### config.mk
export PLATFORM = sky130hd
export DESIGN_NAME = four_bit_spi_rx
export DESIGN_NICKNAME = d
export VERILOG_FILES = /design/src/rtl/four_bit_spi_rx.sv
export SDC_FILE = /design/constraint.sdc
export NUM_CORES = 1
export LEC_CHECK = 0
export CORE_AREA = 3 3 143 131
export CTS_BUF_LIST = sky130_fd_sc_hd__clkbuf_4 sky130_fd_sc_hd__clkbuf_8
export CTS_CLUSTER_SIZE = 30
export DETAILED_ROUTE_END_ITERATION = 7
export DIE_AREA = 0 0 146 134
export PLACE_DENSITY = 0.58
export SLEW_MARGIN = 30
export SYNTH_ARGS = -nofsm -noshare
export SYNTH_HDL_FRONTEND = slang
export SYNTH_SLANG_ARGS = --single-unit
### constraint.sdc
create_clock -name clock -period 2.6 [get_ports clock]
set_input_delay 0.39 -clock clock [delete_from_list [all_inputs] [get_ports clock]]
set_output_delay 0.39 -clock clock [all_outputs]
set_load 0.03 [all_outputs]
### src/rtl/four_bit_spi_rx.sv
// -----------------------------------------------------------------------------
// four_bit_spi_rx
// Quad-SDIO SPI receiver. Synchronises cs, sclk and sdio[3:0] into the system
// clock domain and assembles the nibbles of each frame MSB-first into a single
// right-aligned word. Serves as the bus monitor and loopback checker for the
// four_bit_spi transmitter.
//
// Ports
//   clock         in   system clock, all logic on posedge
//   reset_n       in   asynchronous active-low reset
//   cs            in   chip select, active low, asynchronous
//   sclk          in   SPI clock, idles high, asynchronous
//   sdio[3:0]     in   data nibble, sdio[3] is the nibble MSB
//   data_out      out  last valid frame, right-aligned, zero-extended
//   nibbles_rcvd  out  nibbles held in data_out (1..MAX_NIBBLES)
//   data_valid    out  one-cycle pulse when data_out/nibbles_rcvd update
//   overflow      out  last valid frame carried more than MAX_NIBBLES nibbles
//   busy          out  high while a frame is being received
// -----------------------------------------------------------------------------
module four_bit_spi_rx #(
    parameter int unsigned MAX_NIBBLES = 16,
    parameter int unsigned SYNC_STAGES = 2,
    localparam int unsigned CntW = $clog2(MAX_NIBBLES + 1)
) (
    input  logic                       clock,
    input  logic                       reset_n,
    input  logic                       cs,
    input  logic                       sclk,
    input  logic [3:0]                 sdio,
    output logic [4*MAX_NIBBLES-1:0]   data_out,
    output logic [CntW-1:0]            nibbles_rcvd,
    output logic                       data_valid,
    output logic                       overflow,
    output logic                       busy
);

    localparam int unsigned DataW = 4 * MAX_NIBBLES;

    typedef enum logic [1:0] {
        StWaitIdle,
        StIdle,
        StRecv,
        StDone
    } state_e;

    // Synchroniser chains; index SYNC_STAGES-1 is the synchronised output.
    logic [SYNC_STAGES-1:0]       r_cs_sync;
    logic [SYNC_STAGES-1:0]       r_sclk_sync;
    logic [SYNC_STAGES-1:0][3:0]  r_sdio_sync;
    logic                         r_sclk_s_d;
    // Shifts in ones after reset; its top bit marks the point where the cs
    // chain holds a real pin sample rather than its preset value. Without it
    // WAIT_IDLE would accept the preset cs=1 and pick up a frame that was
    // already in progress when reset was released.
    logic [SYNC_STAGES-1:0]       r_primed;

    logic                         w_cs_s;
    logic                         w_sclk_s;
    logic [3:0]                   w_sdio_s;
    logic                         w_sclk_rise;
    logic                         w_primed;

    state_e                       r_state;
    logic [DataW-1:0]             r_shreg;
    logic [CntW-1:0]              r_count;
    logic                         r_ovf_acc;
    logic [DataW-1:0]             r_data_out;
    logic [CntW-1:0]              r_nibbles_rcvd;
    logic                         r_data_valid;
    logic                         r_overflow;
    logic                         r_busy;

    always_ff @(posedge clock or negedge reset_n) begin
        if (!reset_n) begin
            r_cs_sync   <= '1;
            r_sclk_sync <= '1;
            r_sdio_sync <= '0;
            r_sclk_s_d  <= 1'b1;
            r_primed    <= '0;
        end else begin
            r_cs_sync   <= {r_cs_sync[SYNC_STAGES-2:0], cs};
            r_sclk_sync <= {r_sclk_sync[SYNC_STAGES-2:0], sclk};
            r_sdio_sync <= {r_sdio_sync[SYNC_STAGES-2:0], sdio};
            r_sclk_s_d  <= w_sclk_s;
            r_primed    <= {r_primed[SYNC_STAGES-2:0], 1'b1};
        end
    end

    assign w_cs_s      = r_cs_sync[SYNC_STAGES-1];
    assign w_sclk_s    = r_sclk_sync[SYNC_STAGES-1];
    assign w_sdio_s    = r_sdio_sync[SYNC_STAGES-1];
    assign w_primed    = r_primed[SYNC_STAGES-1];
    assign w_sclk_rise = w_sclk_s & ~r_sclk_s_d;

    always_ff @(posedge clock or negedge reset_n) begin
        if (!reset_n) begin
            r_state        <= StWaitIdle;
            r_shreg        <= '0;
            r_count        <= '0;
            r_ovf_acc      <= 1'b0;
            r_data_out     <= '0;
            r_nibbles_rcvd <= '0;
            r_data_valid   <= 1'b0;
            r_overflow     <= 1'b0;
            r_busy         <= 1'b0;
        end else begin
            r_data_valid <= 1'b0;
            case (r_state)
                StWaitIdle: begin
                    r_busy <= 1'b0;
                    if (w_primed && w_cs_s) begin
                        r_state <= StIdle;
                    end
                end
                StIdle: begin
                    r_busy <= 1'b0;
                    if (!w_cs_s) begin
                        r_shreg   <= '0;
                        r_count   <= '0;
                        r_ovf_acc <= 1'b0;
                        r_busy    <= 1'b1;
                        r_state   <= StRecv;
                    end
                end
                StRecv: begin
                    // cs release wins over a coincident sclk rise.
                    if (w_cs_s) begin
                        r_busy  <= 1'b0;
                        r_state <= StDone;
                    end else if (w_sclk_rise) begin
                        if (r_count < CntW'(MAX_NIBBLES)) begin
                            r_shreg <= {r_shreg[DataW-5:0], w_sdio_s};
                            r_count <= r_count + CntW'(1);
                        end else begin
                            r_ovf_acc <= 1'b1;
                        end
                    end
                end
                StDone: begin
                    // Empty frames leave the previous result untouched.
                    if (r_count != '0) begin
                        r_data_out     <= r_shreg;
                        r_nibbles_rcvd <= r_count;
                        r_overflow     <= r_ovf_acc;
                        r_data_valid   <= 1'b1;
                    end
                    r_busy  <= 1'b0;
                    r_state <= StIdle;
                end
                default: begin
                    r_busy  <= 1'b0;
                    r_state <= StWaitIdle;
                end
            endcase
        end
    end

    assign data_out     = r_data_out;
    assign nibbles_rcvd = r_nibbles_rcvd;
    assign data_valid   = r_data_valid;
    assign overflow     = r_overflow;
    assign busy         = r_busy;

endmodule

==> results.md, run 1 <==
Clocking:
- The later-pin clock latency in the skew report is 440 ps.
- After clock tree synthesis, the clock-pin slew on the worst setup and hold paths is 80 ps.
- The total clock sinks is 159.
- In this run the deepest clock path goes through 2 buffers.
- The depth of the CTS H-tree is 4.
- The number of buffers created by CTS is 17.
- The root buffer cell chosen for the clock tree is clkbuf_8.
- The clock tree from TritonCTS is done.

Timing:
- The worst hold margin is 350.7 ps.
- Setup repair after global routing left no endpoint under its margin.
- The clock period minus final worst setup slack is 2353 ps.
- In this run the tightest slew margin relative to its limit is 63.35%.
- The count of endpoints failing setup in the final report is 0.
- The clock arrives with 14.66 ps of skew.
- The max-slew violation count is 0.
- For the pin with the worst max-slew slack, the measured transition is 549.7 ps.
- Adding up every negative setup slack in the final design gives 0 ps.
- The peak clock frequency supported by timing is 0.4250 GHz.
- The final critical path takes up 90.50% of the cycle.
- The final number of hold-violating endpoints is 0.

Global route:
- Summed over all layers, the global routing overflow is 0.
- The combined global-route utilization of all metal layers is 12.28%.
- The number of global-route vias before repair is 3580.
- The number of antenna violations at the first check in global routing is 0.
- Entering global routing, the biggest net connects 60 pins.
- The wire length of the first global-routing pass is 19.24 mm.

Finish:
- The fraction of layout cells with a size suffix above 1 is 25.05%.
- The area growth from synthesis to layout is 26.93%.
- The number of nets in the finished design is 485.
- The antenna diode instance count is 0.
- The number of inserted filler cells in the final layout is 1581.
- In the final layout, the multi-input gates occupy 1763 um^2.
- The storage element area is 3985 um^2.

Run:
- The total of max-cap violations is 0.

Routing:
- In the routed design, unresolved DRC markers number 0.
- The first detailed-routing pass took 4 iterations.
- The average wire per standard cell is 16.02 um.
- The top routing layer in use is met4.
- The detail route stage leaves a number of antenna-violating nets equal to 0.
- After detailed routing, the number of vias per cell comes to 4.752.
- The wire length on met2 is 5.168 mm.
- The wire length the detailed router placed on met1 is 5.687 mm.
- The number of violations reported at the end of detailed-routing iteration 0 is 169.
- The total length of routed wires is 11.58 mm.
- Detailed routing placed a total of 649 um of wire on met3.
- The total via count after detailed routing is 3436.

Synthesis:
- The cell count after synthesis came out at 386.
- Of the synthesized area, sequential elements account for 67.64%.
- The fraction of registers with async set or reset after synthesis is 100.0%.
- The synthesized design contains 0 enable-type register cells.
- In this run the mean area of a mapped cell was 15.26 um^2.
- The main flop type after synthesis is dfrtp_1.
- After synthesis, the most frequently instantiated cells are dfrtp_1, mux2_2, a22o_1.
- The total number of yosys warnings is 0.
- The number of distinct library cell variants in the gate-level netlist after synthesis is 34.
- dfrtp_1 takes more of the synthesized area than any other cell.
- The flip-flop and latch count after synthesis is 159.
- The post-synthesis cell area is 5892 um^2.
- Yosys instantiated no cell more often than dfrtp_1.
- Of the post-synthesis cell area, the dominant cell type holds 65.41%.
- By area the synthesized netlist is led by dfrtp_1, mux2_2, a22o_1.
- The total nets after synthesis is 401.

Floorplanning:
- For this design the top-level I/O count stands at 80.
- The floorplan die area is 19560 um^2.
- The die is 146 um wide.
- The vertical die dimension is 134 um.
- The initial utilization of the core area, before any placement, comes to 33.79%.
- The core region is 17440 um^2.
- Row generation in the floorplan step produced 46 rows.

Power and ir drop:
- The total power density per cell area is 812.2 nW/um^2.
- Net switching is 27.08% of the power.
- Registers are responsible for 44.8% of the overall power.
- The share of power burned in the clock network is 36.5%.
- The total design power is 6.074 mW.
- The net switching power of the design is 1.645 mW.
- The peak supply drop is 0.4324 mV.
- The internal power of the cells totals 4.429 mW.
- In this run the static leakage power is 3.574 nW.
- The fraction of power consumed by combinational cells is 18.7%.

Setup path:
- The worst setup path is captured at a flop.
- The worst setup path is launched from a flop.
- The biggest cell delay along the critical path is 530 ps.
- The largest fanout of any net on the critical path is 13.
- At the worst endpoint, the required time is 2970 ps.
- The worst setup path is of the reg2reg kind.
- The slack of the worst reg-to-reg path is 250 ps.
- Traced cell by cell, the critical path runs through inv_1 -> ha_1 -> nor2_1 -> a2111o_2 -> or4b_1 -> nand3_1.
- On the critical path, the stage with the largest delay is an instance of or4b_1.
- The worst endpoint data arrival time is 2720 ps.

Place:
- The weighted congestion at the end of routability-driven global placement is 0.7445.
- Detailed placement finished with a half-perimeter wire length of 7.531 mm.
- Port buffering added 79 buffers.

Outcome:
- The flow ran to the end, and the final reports show no timing, DRC or antenna violations.

Hold path:
- The type of the most critical hold path is reg2reg.
-- timing repair --
item                       CTS  global route
gates resized for setup      0             0
hold buffers                 1             0
hold endpoints to repair    56             0
setup endpoints to repair    0             0
setup buffers                0             0
-- cells by family (layout without fill, tap and decap cells) --
logic type               count (synthesis)  in the layout  share of synthesized area [%]
AO/OA/AOI/OAI                           83             83                          12.21
flip-flops                             159            159                          67.64
multiplexers                            69             69                          13.17
other                                    1              1                        0.06365
AND/OR/NAND/NOR                         37             37                          2.952
buffers and inverters                   30            127                          2.485
adder cells (fa/ha/maj)                  7              7                          1.486
-- critical path, delay by kind of cell (launching register included) --
kind / cells / cell delay [ps]
AOI/OAI and AO/OA: 1 / 500
and+or+nand+nor: 3 / 770
adders and majority gates: 1 / 450
DFF: 1 / 430
buffers and inverters: 1 / 120
-- sequential cells by signal (all words and copies together) (netlist names), 2 cells and up --
| signal | cells |
|---|---|
| data_out | 64 |
| r_count | 5 |
| r_shreg | 64 |
| w_sdio_s | 4 |
| nibbles_rcvd | 5 |
| r_primed | 2 |
| r_cs_sync | 2 |
| r_sclk_sync | 2 |
| r_sdio_sync | 4 |
| r_state | 2 |
-- layout by cell type (no fill, tap or decap) --
master and n:
or4b_1 1, o22ai_1 1, a31o_2 6, nor2_1 5
clkdlybuf4s50_1 78, inv_1 6, dlygate4sd3_1 1, a21boi_0 6
mux2i_1 1, a22o_1 58, a211oi_2 1, bufinv_16 6
buf_4 6, clkbuf_4 6, a21oi_1 1, o41ai_4 1
and2_4 1, nor2b_1 1, a211o_1 1, conb_1 1
dfstp_2 5, o221ai_1 1, and2_2 1, dfrtp_1 154
a2111o_2 1, buf_6 1, mux2_2 63, ha_1 7
o311ai_0 1, nand4b_1 1, o21ai_0 5, nand3_1 7
clkbuf_8 20, nand2_1 18, nand2b_1 2, buf_12 3
mux2_1 5
-- layout make-up --
cell class              count  share of cell area [%]
multi-input cells         197                   23.57
clock inverters             6                   2.409
clock buffers              26                   4.283
well taps                 240                   4.015
inverters                   6                  0.3012
repair buffers             89                   12.13
flip-flops and latches    159                   53.29
-- through the flow --
| stage | setup slack, ps | cell area (um^2) | instances | util, % |
|---|---|---|---|---|
| 3_5_place_dp | 288.0 | 6968 | 690 | 39.96 |
| 6_report | 246.9 | 7478 | 723 | 42.88 |
| 2_1_floorplan | 610.1 | 5892 | 386 | - |
| 4_1_cts | 251.0 | 7478 | 723 | 42.88 |
| 5_1_grt | 143.4 | 7478 | 723 | 42.88 |
| 3_3_place_gp | 417.0 | 6968 | 690 | 39.96 |
-- power by group through the flow --
stage                     logic (mW)  clock network [mW]  registers [mW]
after CTS                       1.16                2.28            2.72
after detailed placement        1.15                   0            2.77
final                           1.14                2.22            2.72
after global routing            1.25                2.39            2.74
after global placement          1.12                   0            2.76
after floorplan                0.658                   0            2.86
-- path summary, 6_finish.rpt --
check	from	endpoint	cells after the start
max	r_state[0]$_DFFE_PN0P_	r_count[3]$_DFFE_PN0P_	6
min	r_sdio_sync[3]$_DFF_PN0_	w_sdio_s[3]$_DFF_PN0_	0
max reg2reg	r_state[0]$_DFFE_PN0P_	r_count[3]$_DFFE_PN0P_	6
min reg2reg	r_sdio_sync[3]$_DFF_PN0_	w_sdio_s[3]$_DFF_PN0_	0
max in group asynchronous	reset_n	r_sclk_s_d$_DFF_PN1_	3
min in group asynchronous	reset_n	r_shreg[60]$_DFFE_PN0P_	2
-- layer usage --
layer	up-vias	track usage (%)
li1	1568	-
met1	1780	17.16
met2	83	18.24
met3	5	4.662
met4	0	3.030
met5	-	0
(Power assumes the default switching activity.)
==> inputs of run 2 (changes only) <==
--- a/config.mk
+++ b/config.mk
@@ -5,12 +5,13 @@
 export SDC_FILE = /design/constraint.sdc
 export NUM_CORES = 1
 export LEC_CHECK = 0
-export CORE_AREA = 3 3 143 131
+export CORE_AREA = 2 2 142 130
 export CTS_BUF_LIST = sky130_fd_sc_hd__clkbuf_4 sky130_fd_sc_hd__clkbuf_8
 export CTS_CLUSTER_SIZE = 30
 export DETAILED_ROUTE_END_ITERATION = 7
-export DIE_AREA = 0 0 146 134
+export DIE_AREA = 0 0 144 132
 export PLACE_DENSITY = 0.58
+export SKIP_LAST_GASP = 1
 export SLEW_MARGIN = 30
 export SYNTH_ARGS = -nofsm -noshare
 export SYNTH_HDL_FRONTEND = slang
==> results.md, run 2 (synthesis results as in run 1) <==
Timing:
- Setup repair after global routing left no endpoint under its margin.
- The worst path uses 88.98% of the clock period.
- Between clock sinks in the finished design, the worst skew comes to 11.28 ps.
- The relative max-transition margin is 65.03%.
- The clock period minus final worst setup slack is 2313 ps.
- The setup slack of the critical path after layout is 286.6 ps.
- The count of endpoints failing setup in the final report is 0.
- The max-slew violation count is 0.
- On the final layout, the worst hold slack is 346.9 ps.
- For the final routed database, the setup TNS stands at 0 ps.
- For the pin with the worst max-slew slack, the measured transition is 524.6 ps.
- The peak clock frequency supported by timing is 0.4323 GHz.
- The final number of hold-violating endpoints came to 0.

Clocking:
- The clock tree from TritonCTS is done.
- The maximum clock path buffer count is 2.
- Clock latency on the worst-skew pair, taken at its later pin, is 450 ps.
- The total clock sinks is 159.
- The clock tree synthesis step divided the H-tree into 4 levels.
- Clock-pin slew was measured on the worst setup and hold paths at 90 ps.
- The clock tree root driver cell is clkbuf_8.
- Buffers inserted to repair hold after CTS numbered 1.
- In this run, post-CTS repair resized a total of 0 instances.
- The number of buffers created by CTS is 17.
- Post-CTS timing repair inserted 0 buffers for setup.

Setup path:
- The critical path is of the reg2reg type.
- The cell family contributing the most delay on the critical path is simple AND/OR/NAND/NOR gates.
- Across all register-to-register paths, the minimum setup slack is 290 ps.
- The worst endpoint data arrival time is 2700 ps.
- Together, buffers and inverters on the worst path number 1.
- The worst register-to-register path ends at r_count[3]$_DFFE_PN0P_.
- The startpoint identified for the worst register-to-register timing path is r_state[0]$_DFFE_PN0P_.
- The launch point of the critical path is r_state[0]$_DFFE_PN0P_.
- The worst setup path is launched from a flop.
- The critical path goes through inv_1 -> ha_1 -> nor2_1 -> a2111o_2 -> or4b_1 -> nand3_1.
- The slowest cell on the critical path is or4b_1.
- The most critical setup path has its endpoint at r_count[3]$_DFFE_PN0P_.
- The data required time at the worst endpoint is 2990 ps.
- For this run, the slowest stage of the critical path takes 520 ps.
- The path depth of the worst reg2reg path is 6.
- In this run the worst path has a maximum fanout of 13.
- The critical path runs through a total of 6 cells.
- STA classifies the critical path endpoint as a flop.

Routing:
- In this run the remaining antenna-violating nets after routing total 0.
- For this run, design rule violations remaining after detail routing come to 0.
- The number of violations reported at the end of detailed-routing iteration 0 is 177.
- The total via count after detailed routing is 3498.
- The total length of routed wires is 11.37 mm.
- The detailed-routing iteration count for the pre-antenna-repair pass is 4.
- Dividing the detail-routed wire length by the instance count gives 15.73 um.
- The number of vias per cell is 4.838.

Global route:
- The combined global-route utilization of all metal layers is 12.82%.
- The wire length of the first global-routing pass is 19.01 mm.
- The number of antenna violations at the first check in global routing is 0.
- The pin count of the biggest net entering global routing is 63.
- The number of global-route vias before repair was 3665.
- After global routing the overflow that remains totals 0.

Finish:
- The number of inserted filler cells in the final layout is 1569.
- 0 antenna diodes ended up in the layout.
- Once layout is complete, the cells apart from fillers number 723.
- The most common library cell in the layout ignoring fill and taps is dfrtp_1.
- Leaving out fill and tap cells, the most frequent cells in the layout are dfrtp_1, clkdlybuf4s50_1, mux2_2.
- The share of the core filled with cells is 42.85%.
- The number of nets in the finished design is 485.
- Summing all non-filler instances in the final layout gives an area of 7473 um^2.
- The area growth from synthesis to layout is 26.84%.
- Cells with a size suffix above 1 make up 25.05% of the layout.

Power and ir drop:
- The design draws 6.060 mW.
- The total power density per cell area is 810.9 nW/um^2.
- The worst-case IR drop observed on VDD is 0.4779 mV.
- The analysis attributes to cell leakage a power of 3.557 nW.

Place:
- The post-placement worst setup slack is 322.6 ps.
- Detailed placement finished with a half-perimeter wire length of 7.216 mm.
- The post-detailed-placement cell area is 6968 um^2.
- The number of placed instances, taps included, is 690.
- Port buffering added 79 buffers.
- The congestion estimate from routability-driven global placement came to 0.7445.

Hold path:
- The min-delay analysis places its worst path in the category in2reg.

Floorplanning:
- In this run the count of I/O pins placed on the die edge is 80.
- The floorplan step set the die height to 132 um.
- The floorplan row count is 46.
- Once the floorplan was initialized, standard cells occupied 33.79% of the core.
- The horizontal die dimension is 144 um.
- The floorplan die area is 19010 um^2.
- The core region is 17440 um^2.

Run:
- The total of max-cap violations is 0.

Outcome:
- The flow ran to the end, and the final reports show no timing, DRC or antenna violations.
run 2: metal layers:
layer / GRT usage (%) / part of all wire [%] / vias up
li1: - / - / 1581
met1: 18.57 / 49 / 1804
met2: 17.83 / 43 / 93
met3: 3.996 / 5.8 / 20
met4: 5.174 / 1.9 / 0
met5: 0 / 0 / -
run 2: power breakdown:
group,leakage [nW],total (mW),internal [mW],switching (mW)
registers,2.17,2.72,2.61,0.110
logic,1.15,1.13,0.432,0.701
clock network,0.239,2.20,1.29,0.910
run 2: cell type report:
class                           count  area, um^2  share of cell area (%)
Tap cell                          240       300.3                   4.018
Clock buffer                       19       261.5                   3.499
Inverter                            6       22.52                  0.3014
Sequential cell                   159        3985                   53.32
Timing Repair Buffer               89       907.1                   12.14
Clock inverter                     13       234.0                   3.131
Multi-Input combinational cell    197        1763                   23.59
run 2: worst min-delay path by stage:
stage	from	end	slack, ps	depth (start not counted)
CTS	sclk	r_sclk_sync[0]$_DFF_PN1_	310	1
finish	cs	r_cs_sync[0]$_DFF_PN1_	350	1
detailed placement	r_sdio_sync[1]$_DFF_PN0_	w_sdio_s[1]$_DFF_PN0_	340	0
global placement	r_primed[0]$_DFF_PN0_	r_primed[1]$_DFF_PN0_	330	0
floorplan	reset_n	busy$_DFFE_PN0P_	90	0
global route	cs	r_cs_sync[0]$_DFF_PN1_	320	1
run 2: worst reg2reg max path, delay by kind of cell, from the launching register on:
family | cells | cell delay, ps
and+or+nand+nor | 3 | 770
DFF | 1 | 430
buffers and inverters | 1 | 120
AOI/OAI and AO/OA | 1 | 500
adders and majority gates | 1 | 430
==> inputs of run 3 (changes only) <==
--- a/config.mk
+++ b/config.mk
@@ -10,6 +10,8 @@
 export CTS_CLUSTER_SIZE = 30
 export DETAILED_ROUTE_END_ITERATION = 7
 export DIE_AREA = 0 0 144 132
+export HOLD_SLACK_MARGIN = 0.02
+export MAX_ROUTING_LAYER = met4
 export PLACE_DENSITY = 0.58
 export SKIP_LAST_GASP = 1
 export SLEW_MARGIN = 30
==> results.md, run 3 (synthesis results as in run 1) <==
Setup path:
- The worst endpoint data arrival time is 2690 ps.
- The worst register-to-register path ends at r_count[3]$_DFFE_PN0P_.
- Data on the critical path is required at its endpoint by 2990 ps.
- The biggest cell delay along the critical path is 520 ps.
- The worst setup path is captured at a flop.
- The startpoint-to-endpoint class of the critical path is reg2reg.
- The setup check on the worst reg-to-reg path leaves a slack of 300 ps.
- The launching point of the worst reg2reg path is r_state[0]$_DFFE_PN0P_.
- The slowest cell on the critical path is or4b_1.
- Counting cells, the worst reg-to-reg path comes to 6.
- STA classifies the critical path startpoint as a flop.
- Traced cell by cell, the critical path runs through inv_1 -> ha_1 -> nor2_1 -> a2111o_2 -> or4b_1 -> nand3_1.
- The largest fanout of any net on the critical path is 13.

Routing:
- The count of nets left with antenna violations once routing finished came out at 0.
- The number of vias per cell is 4.820.
- The count of unresolved DRC violations after routing is 0.
- Before antenna repair, the detailed router went through 4 iterations.
- The number of violations reported at the end of detailed-routing iteration 0 is 189.
- Dividing the detail-routed wire length by the instance count gives 15.71 um.
- For this block, the via count after detailed routing is 3485.
- The total length of routed wires is 11.36 mm.

Timing:
- The final cycle utilization of the critical path is 88.62%.
- The final number of hold-violating endpoints was 0.
- Setup violations remaining at the end of the flow were counted as 0.
- Setup total negative slack on the finished layout was measured at 0 ps.
- Across the routed clock network, the largest skew measured is 11.76 ps.
- Setup repair after global routing left no endpoint under its margin.
- At the pin with the least slew margin, the transition time is 520.0 ps.
- The max-slew violation count was 0.
- In this run the tightest slew margin relative to its limit is 65.34%.
- Based on the critical path, the design can be clocked at up to 0.4340 GHz.
- The worst path needs 2304 ps of the cycle, external delays included.
- Across all hold checks on the routed design, the worst slack comes to 347.9 ps.

Global route:
- In the global route stage, overall resource usage came out at 13.21%.
- The wire length of the first global-routing pass is 18.97 mm.
- The number of global-route vias before repair was 3673.
- The pin count of the biggest net entering global routing is 63.
- The sum of overflow across all layers after global routing is 0.
- The number of antenna violations at the first check in global routing is 0.

Clocking:
- The tree is rooted in a clkbuf_8.
- The depth of the CTS H-tree is 4.
- TritonCTS built the clock tree.
- TritonCTS created 17 clock buffers.
- Clock latency on the worst-skew pair, taken at its later pin, is 450 ps.
- The total clock sinks is 159.
- The clock transition at the registers of the reported paths is 90 ps.
- After clock tree synthesis, the repair step resized 0 gates.
- The longest clock path from root to sink contains 2 buffers.

Floorplanning:
- The number of top-level pins is 80.
- The floorplan has 46 rows.
- The effective utilization at floorplan is 33.79%.
- The horizontal die dimension is 144 um.
- The floorplan die area is 19010 um^2.
- The core region is 17440 um^2.
- The floorplan step set the die height to 132 um.

Place:
- The count of buffers added on input and output ports is 79.
- The estimated wirelength of the detail-placed design is 7.216 mm.
- In this run, placement finished with an instance count of 690.
- Routability-driven placement finished with a final weighted congestion of 0.7539.

Hold path:
- The hold path startpoint is cs.
- For hold timing, the worst endpoint is r_cs_sync[0]$_DFF_PN1_.
- The type of the most critical hold path is in2reg.
- Counting instances, the worst hold path has a depth of 1.

Finish:
- In the layout the commonest cells are dfrtp_1, clkdlybuf4s50_1, mux2_2.
- Leaving out fill and tap cells, the most frequent cell in the layout is dfrtp_1.
- Compared with the post-synthesis result, the final layout area differs by 26.84%.
- The final layout contains 485 nets.
- The fraction of layout cells with a size suffix above 1 is 25.05%.
- The share of the core filled with cells is 42.85%.
- 0 antenna diodes ended up in the layout.
- The count of non-filler cells in the finished layout is 723.

Power and ir drop:
- The leakage power of the design is 3.557 nW.
- The total power density per cell area is 810.5 nW/um^2.
- VDD sags by at most 0.4782 mV.

Outcome:
- The flow ran to the end, and the final reports show no timing, DRC or antenna violations.

Run:
- Across the run, the number of max-cap violations was 0.
==> run 3: cell counts in the layout (fill, tap and decap cells not counted) <==
Identical to the previous run, type by type.
==> run 3: power breakdown <==
part | internal, mW | switching (mW)
clock | 1.29 | 0.908
sequential | 2.61 | 0.110
combinational | 0.431 | 0.700
==> run 3: metrics by stage <==
step	power, mW	worst slack, ps	cell area, um^2
after floorplan	3.515	610.1	5892
after detailed placement	3.917	322.6	6968
after global routing	6.361	202.4	7473
after CTS	6.134	293.6	7473
final	6.057	295.9	7473
after global placement	3.880	418.9	6968
==> run 3: worst max path at each step <==
| stage | start | endpoint | slack (ps) |
|---|---|---|---|
| 2_1_floorplan | r_state[0]$_DFFE_PN0P_ | r_count[3]$_DFFE_PN0P_ | 610 |
| 3_3_place_gp | r_state[0]$_DFFE_PN0P_ | r_count[3]$_DFFE_PN0P_ | 420 |
| 3_5_place_dp | r_state[0]$_DFFE_PN0P_ | r_count[3]$_DFFE_PN0P_ | 320 |
| 4_1_cts | r_state[0]$_DFFE_PN0P_ | r_count[3]$_DFFE_PN0P_ | 290 |
| 5_1_grt | r_state[0]$_DFFE_PN0P_ | r_count[0]$_DFFE_PN0P_ | 200 |
| 6_report | r_state[0]$_DFFE_PN0P_ | r_count[3]$_DFFE_PN0P_ | 300 |
==> run 3: area by class of cell <==
type,instances,area (um^2)
fillers,1569,9966
inverters,6,22.52
well taps,240,300.3
clock buffers,19,261.5
clock inverters,13,234.0
multi-input cells,197,1763
flip-flops and latches,159,3985
repair buffers,89,907.1
==> run 3: what timing repair did <==
item	CTS	global route
hold buffers	1	0
hold endpoints to repair	51	0
setup buffers	0	0
==> run 3: critical path: cells and delay by family (launching register included) <==
family,cells,cell delay [ps]
fa+ha+maj,1,430
buf+inv,1,120
flops,1,430
compound gates,1,500
simple gates,3,770
==> run 3: layer usage <==
| metal | track usage [%] | up-vias | share of wire [%] |
|---|---|---|---|
| met5 | - | - | 0 |
| met4 | 5.174 | 0 | 1.9 |
| met3 | 3.487 | 19 | 4.8 |
| met2 | 17.80 | 93 | 44 |
| met1 | 18.92 | 1793 | 49 |
| li1 | - | 1580 | - |
